<file path="config.mk">
export PLATFORM = sky130hd
export DESIGN_NAME = l2_bus_arbiter
export DESIGN_NICKNAME = d
export VERILOG_FILES = /design/src/rtl/l2_bus_arbiter.sv
export SDC_FILE = /design/constraint.sdc
export NUM_CORES = 1
export LEC_CHECK = 0
export CAP_MARGIN = 30
export CORE_ASPECT_RATIO = 1.5
export CORE_MARGIN = 8
export CORE_UTILIZATION = 32
export DETAILED_ROUTE_END_ITERATION = 8
export GPL_TIMING_DRIVEN = 0
export PLACE_DENSITY = 0.88
export SLEW_MARGIN = 20
export SYNTH_ARGS = -nofsm -noshare
export SYNTH_HDL_FRONTEND = slang
export SYNTH_SLANG_ARGS = --single-unit
export TNS_END_PERCENT = 5
</file>
<file path="constraint.sdc">
create_clock -name clk -period 2.7 [get_ports clk]
set_clock_uncertainty 0.2 [all_clocks]
set_input_delay 0.54 -clock clk [delete_from_list [all_inputs] [get_ports clk]]
set_output_delay 0.54 -clock clk [all_outputs]
set_load 0.05 [all_outputs]
</file>
<file path="src/rtl/l2_bus_arbiter.sv">
// l2_bus_arbiter: arbitrates I-cache (port 0) and D-cache (port 1) misses onto the L2 bus; burst reads, single-beat writes.
// Define L2_ARB_FIXED_PRIO_EN to make port 1 win simultaneous requests instead of round-robin.
module l2_bus_arbiter #(
    parameter int ADDR_W    = 32,
    parameter int DATA_W    = 32,
    parameter int BURST_LEN = 4
) (
    input  logic              clk,
    input  logic              rst_n,
    input  logic              p0_rd_en,
    input  logic              p0_wr_en,
    input  logic [ADDR_W-1:0] p0_addr,
    input  logic [DATA_W-1:0] p0_wr_data,
    output logic              p0_rd_granted,
    output logic              p0_wr_granted,
    input  logic              p1_rd_en,
    input  logic              p1_wr_en,
    input  logic [ADDR_W-1:0] p1_addr,
    input  logic [DATA_W-1:0] p1_wr_data,
    output logic              p1_rd_granted,
    output logic              p1_wr_granted,
    output logic [DATA_W-1:0] rd_data,
    output logic [ADDR_W-1:0] l2_addr,
    output logic              l2_rd_en,
    output logic              l2_wr_en,
    output logic [DATA_W-1:0] l2_wr_data,
    input  logic [DATA_W-1:0] l2_rd_data
);
    localparam int CNT_W = $clog2(BURST_LEN) + 1;

    typedef enum logic [1:0] {IDLE, RD, WR} state_t;

    state_t            state_q, state_d;
    logic              owner_q, owner_d;
    logic [CNT_W-1:0]  cnt_q, cnt_d;
    logic              rd_pend_q, rd_pend_d;
    logic [DATA_W-1:0] rd_data_q, rd_data_d;
    logic [1:0]        req;
    logic              win, own_rd_en, rd_gnt, wr_gnt;

    assign req       = {p1_rd_en | p1_wr_en, p0_rd_en | p0_wr_en};
    assign own_rd_en = owner_q ? p1_rd_en : p0_rd_en;
    assign rd_gnt    = state_q == RD && own_rd_en;
    assign wr_gnt    = state_q == WR;

`ifdef L2_ARB_FIXED_PRIO_EN
    assign win = req[1];
`else
    logic last_q, last_d;
    assign win = &req ? ~last_q : req[1];
    always_comb last_d = (state_q != IDLE && state_d == IDLE) ? owner_q : last_q;
    always_ff @(posedge clk) last_q <= !rst_n ? 1'b1 : last_d;
`endif

    always_comb begin
        state_d   = state_q;
        owner_d   = owner_q;
        cnt_d     = cnt_q;
        rd_pend_d = rd_gnt;
        rd_data_d = rd_pend_q ? l2_rd_data : rd_data_q;
        case (state_q)
            IDLE: if (|req) begin
                owner_d = win;
                state_d = (win ? p1_wr_en : p0_wr_en) ? WR : RD;
                cnt_d   = '0;
            end
            RD: if (!own_rd_en) begin
                state_d = IDLE;
            end else begin
                cnt_d = cnt_q + 1'b1;
                if (cnt_d == CNT_W'(BURST_LEN)) state_d = IDLE;
            end
            WR:      state_d = IDLE;
            default: state_d = IDLE;
        endcase
    end

    always_ff @(posedge clk) begin
        if (!rst_n) begin
            state_q   <= IDLE;
            owner_q   <= 1'b0;
            cnt_q     <= '0;
            rd_pend_q <= 1'b0;
            rd_data_q <= '0;
        end else begin
            state_q   <= state_d;
            owner_q   <= owner_d;
            cnt_q     <= cnt_d;
            rd_pend_q <= rd_pend_d;
            rd_data_q <= rd_data_d;
        end
    end

    assign p0_rd_granted = rd_gnt && !owner_q;
    assign p1_rd_granted = rd_gnt && owner_q;
    assign p0_wr_granted = wr_gnt && !owner_q;
    assign p1_wr_granted = wr_gnt && owner_q;
    assign l2_rd_en      = rd_gnt;
    assign l2_wr_en      = wr_gnt;
    assign l2_addr       = (rd_gnt || wr_gnt) ? (owner_q ? p1_addr : p0_addr) : '0;
    assign l2_wr_data    = wr_gnt ? (owner_q ? p1_wr_data : p0_wr_data) : '0;
    assign rd_data       = rd_data_q;
endmodule

</file>
Yosys cells after proc, flatten, opt, wreduce, memory -nomap -nowiden
Cells that the tools add are included.
Widths: inputs -> output; s select.
{"block": "word_totals", "inputBits": 166, "reg_bits": 40, "word_cells": 46, "out_inout_bits": 102}
{"block": "classes", "add_sub_neg": 1, "n_reduce_logical": 16, "bitwise_logic": 3, "eq_ne": 5, "mux": 15}
{"cell": "$mux 32", "n": 4}
{"cell": "$mux 2", "n": 4}
{"cell": "$logic_and 1x1->1", "n": 6}
{"cell": "$mux 3", "n": 2}
{"cell": "$pmux 3 s2", "n": 1}
{"cell": "$logic_not 2->1", "n": 2}
{"cell": "$ne 2x2->1 const B", "n": 2}
{"cell": "$pmux 2 s2", "n": 1}
{"cell": "$reduce_and 2->1", "n": 2}
{"cell": "$reduce_bool 2->1", "n": 2}
{"cell": "$add 3x1->3 const B", "n": 1}
{"cell": "$eq 3x3->1 const B", "n": 1}
{"cell": "$mux 1", "n": 3}
{"cell": "$reduce_and 3->1", "n": 1}
{"cell": "$eq 2x1->1 const B", "n": 1}
{"cell": "$eq 2x2->1 const B", "n": 1}
{"cell": "$or 1x1->1", "n": 2}
{"cell": "$reduce_or 2->1", "n": 1}
{"cell": "$logic_not 1->1", "n": 1}
{"cell": "$logic_or 1x1->1", "n": 1}
{"cell": "$not 1->1", "n": 1}

Longest topological paths before layout
{"block": "logic_depth", "word_depth": 9, "depth_mapped": 7, "depth_no_buf": 5}

Worst setup path after synthesis
OpenSTA, ideal clock, no wires.
{"block": "synth_timing", "path_type": "input port to output port", "startpoint": "input port p1_rd_en", "endpoint": "output port l2_addr[10]", "path_buffers": 1, "t_required_ns": 1.960, "stages": 6, "slack_ns": -0.045, "arrival_time_ns": 2.005, "path_cell_list": "mux2i_1 > or2_1 > inv_2 > nor2_4 > buf_6 > nor2_1"}
{"block": "synth_via", "elab_chain_len": 4}
{"element": "start, declared", "line_no": "16", "rtl": "input logic p1_rd_en,"}
{"element": "$mux 1", "line_no": "42", "rtl": "assign own_rd_en = owner_q ? p1_rd_en : p0_rd_en;"}
{"element": "$logic_and 1x1->1", "line_no": "43", "rtl": "assign rd_gnt = state_q == RD && own_rd_en;"}
{"element": "net l2_rd_en", "line_no": "24", "rtl": "output logic l2_rd_en,"}
{"element": "$logic_or 1x1->1", "line_no": "100", "rtl": "assign l2_addr = (rd_gnt || wr_gnt) ? (owner_q ? p1_addr : p0_addr) : '0;"}
{"element": "$mux 32", "line_no": "100"}
{"element": "end, declared", "line_no": "23", "rtl": "output logic [ADDR_W-1:0] l2_addr,"}
The timed path passes the listed nets, and every way through them passes these cells.

Worst setup path in the final report
{"block": "layout_timing", "startpoint": "register state_q[0]", "endpoint": "output port l2_wr_data[4]"}
{"block": "layout_via", "elab_chain_len": 2}
{"element": "start, declared", "line_no": "33", "rtl": "state_t state_q, state_d;"}
{"element": "start signal, assigned", "line_no": "86", "rtl": "state_q <= state_d;"}
{"element": "$eq 2x2->1", "line_no": "44", "rtl": "assign wr_gnt = state_q == WR;"}
{"element": "$mux 32", "line_no": "101", "rtl": "assign l2_wr_data = wr_gnt ? (owner_q ? p1_wr_data : p0_wr_data) : '0;"}
{"element": "end, declared", "line_no": "26", "rtl": "output logic [DATA_W-1:0] l2_wr_data,"}
No other way between the ends.

==> reports/summary.md <==
At the end of the flow, the number of nets in the layout was 748. The final-report hold violation count came out at 0. CTS saw 40 sinks. In this run, synthesis produced a sequential element count of 40. Setup violations remaining at the end of the flow were counted as 0. Number of hold buffers added after cts: 0. The tools report the die area as 11400 sq um. The floorplan step set the die width to 90.0 um. Power density relative to cell area: 428 nW/um^2.

The total I/O pin count was 268; the post-synthesis instance total was 305. The weighted congestion at the end of routability-driven global placement was 0.821. The upper clock frequency limit came out at 379 MHz. The number of inserted filler cells in the final layout came out at 672. For the worst setup timing slack at the placement stage, the log shows -0.860 ns. The sequential power share was 0.263. Setup repair after global routing could not meet its margin everywhere. The share of layout cells above drive strength 1 came out at 0.124. The source of the critical timing path was state_q[0]$_SDFF_PN0_. For this run, design rule violations remaining after detail routing come to 0.

Yosys mapped a number of flops with a built-in enable equal to 0. The final period demand of the worst path came out at 2.64 ns. For this block, the initial DRC count from the detailed router was 113.

The wire length of the first global-routing pass came out at 20.3 mm. In the routed layout, each cell is associated on average with a via count of 4.61. The tools report the slack of the worst reg-to-reg path as 1.01 ns.

The source of the worst register-to-register timing path is owner_q$_SDFFE_PN0P_. The relative slew slack is 0.534. The routed layout has 3179 vias.

The number of I/O port buffers came out at 266. For the HPWL after detailed placement, the log shows 11.3 mm. In this run the critical register-to-register path is captured at cnt_q[2]$_SDFFE_PN0P_. Share of async-settable or async-resettable flops after synthesis: 0. The logs give 0 for the initial antenna violation count and 0.490 for the part of the power in combinational logic. The tightest min-delay check is of the flip-flop to flip-flop type. Overall power after layout: 0.00237 W. Global routing finished with a remaining overflow of 0.

The worst path arrival time was 1.90 ns. Across the VDD grid, the largest voltage drop is 0.445 mV. After synthesis the cells add up to 2630 sq um. Number of global-route vias before repair: 3570.

The critical path ends at l2_wr_data[4]. After layout, the worst setup slack is 0.0595 ns. The fraction of the cycle the final worst path needs was 0.978; the total wire length was 13.3 mm. Average wire length per cell after detail routing: 19.2 um. Dividing the synthesized area by the synthesized cell count gives 8.62 sq um. The maximum fanout along the worst path was 10. STA classifies the critical path startpoint as a flip-flop. Entering global routing, the biggest net connects 13 pins.

In this run, CTS created clock tree buffers numbering 5. The largest single stage delay on the critical path is 0.60 ns. Summed over all nets, the switching power comes to 0.000887 W. The core region is 8010 sq um. For the share of the yosys chip area belonging to registers, the log shows 0.304. STA classifies the critical path endpoint as an output port.

After routing, the total negative slack on setup checks comes to 0 ns. The vertical extent of the die came out at 127 um. The tools report the post-detailed-placement cell area as 5420 sq um. The count of pins over their slew limit is 0, and the effective utilization at floorplan is 0.328. The switching part of the total was 0.375. The fraction of the core area covered by cells at the end of the flow is 0.690. The floorplan has 40 rows.

TritonCTS built the clock tree. Number of library cell types mapped by synthesis: 30. Traced cell by cell, the critical path runs through nand2b_1, buf_2, clkbuf_1, nor2_1, dlygate4sd2_1. Prevailing post-synth register cell: dfxtp_1. Category of the most critical setup path: flip-flop to output port.

The run finished with clean final reports. The standard cell with the maximum stage delay on the critical path was dlygate4sd2_1. For this run, the detailed router's first-pass iteration total came to 4. The number of cells traversed by the worst register-to-register path is 7.

The clock slew seen by the registers of the worst setup and hold paths is 0.06 ns. The finished cells cover 5530 sq um. No sink is reached through more buffers than the 2 on the longest clock path.

The transition time at the pin with the least slew margin is 0.699 ns, and the Yosys warning count is 0. The logs give 0.247 for the clock share of power and 473 for the number of nets produced by synthesis. For the aggregate global-route resource usage, the log shows 0.224.

The critical path data required time was 1.96 ns; the cell-internal power was 0.00148 W. The number of nets with antenna violations after detailed routing came out at 0. Max-cap violations in this run came to 0. Relative to the synthesized area, the layout overhead comes to 110%. The analysis attributes to cell leakage a power of 2.15 nW. In this run the clock root is driven by a clkbuf_16. The source-to-sink clock delay at the later pin of the worst-skew pair came out at 0.28 ns. CTS built an H-tree with a depth of 2.
-- power groups by stage --
stage               registers (W)  clock network, W  logic [W]
floorplan                0.000671                 0   0.000636
global placement         0.000634                 0    0.00117
detailed placement       0.000635                 0    0.00118
CTS                      0.000622          0.000598    0.00116
global route             0.000625          0.000628    0.00122
finish                   0.000623          0.000585    0.00116
-- cell usage in the layout (no fill, tap or decap), types with 2 or more instances in the layout --
cell and n:
clkbuf_1 11, clkdlybuf4s50_1 195, buf_4 30, buf_6 9
diode_2 4, dlygate4sd2_1 25, nand2b_1 3, clkbuf_16 5
and2_1 2, inv_1 3, o21ai_0 4, dfxtp_1 40
clkdlybuf4s15_2 11, mux2i_1 98, nor2_1 73, ha_1 2
a21oi_1 2, buf_2 9, nand2_1 5, nor2b_1 34
-- sequential cells by signal, indices dropped and copies added, names as in the netlist --
| register | flops |
|---|---|
| rd_pend_q | 1 |
| last_q | 1 |
| owner_q | 1 |
| rd_data | 32 |
| state_q | 2 |
| cnt_q | 3 |
-- layer usage --
layer | wire length [um] | vias to the layer above | global-route usage
met2 | 6500 | 185 | 0.400
met4 | 156 | 0 | 0.0472
li1 | - | 1575 | -
met1 | 5180 | 1410 | 0.242
met3 | 1430 | 9 | 0.0903
met5 | 0 | - | 0
-- cell usage after synthesis, drive strengths merged (2+ instances only) --
master | count | share of area
nand2b | 3 | 0.0071
o21ai | 4 | 0.0076
nor2b | 34 | 0.081
inv | 4 | 0.0057
or2 | 2 | 0.0048
mux2i | 99 | 0.38
and2 | 2 | 0.0048
buf | 13 | 0.034
a21oi | 2 | 0.0038
dfxtp | 40 | 0.30
clkbuf | 10 | 0.014
nor2 | 74 | 0.11
nand2 | 5 | 0.0071
ha | 2 | 0.0095
-- final cells by class --
cell class                      count  area [sq um]  area share
Timing Repair Buffer              269          2590       0.469
Multi-Input combinational cell    238          1700       0.308
Sequential cell                    40           801       0.145
Clock buffer                        7           143      0.0258
Tap cell                          105           131      0.0238
Buffer                             22           125      0.0226
Inverter                            4          15.0     0.00272
Antenna cell                        4          10.0     0.00181
Clock inverter                      1          7.51     0.00136
-- per-stage QoR --
step           hold WS (ns)  cells
3_5_place_dp          0.302    676
5_1_grt               0.344    686
3_3_place_gp          0.294    676
4_1_cts               0.319    687
6_report              0.313    690
2_1_floorplan         0.306    305
-- repair_timing --
item                                    in CTS  in global routing
cloned                                       1                  0
endpoints found under the setup margin      69                 53
pin swaps                                    2                  2
setup buffers                                2                  0
gates resized for setup                    260                  5
-- cell families after synthesis --
group,count (synthesis),share of synthesized area
and+or+nand+nor,124,0.224
muxes,99,0.377
DFF,40,0.304
buffers and inverters,27,0.0538
AOI/OAI and AO/OA,12,0.0286
adders and majority gates,2,0.00951
xor gates and xnor gates,1,0.00333
-- how the worst min path moves through the flow --
stage / start / depth (start not counted) / to
2_1_floorplan: last_q$_SDFFE_PN1P_ / 2 / last_q$_SDFFE_PN1P_
3_3_place_gp: rd_data[0]$_SDFFE_PN0P_ / 2 / rd_data[0]$_SDFFE_PN0P_
3_5_place_dp: rd_data[25]$_SDFFE_PN0P_ / 2 / rd_data[25]$_SDFFE_PN0P_
4_1_cts: rd_data[25]$_SDFFE_PN0P_ / 2 / rd_data[25]$_SDFFE_PN0P_
5_1_grt: rd_data[28]$_SDFFE_PN0P_ / 2 / rd_data[28]$_SDFFE_PN0P_
6_report: rd_data[19]$_SDFFE_PN0P_ / 2 / rd_data[19]$_SDFFE_PN0P_
-- worst max-delay path: cells and delay by family (launching register included) --
family,cells,cell delay [ns]
DFF,1,0.33
and+or+nand+nor,2,0.28
buffers and inverters,3,0.99
(Power assumes the default switching activity.)
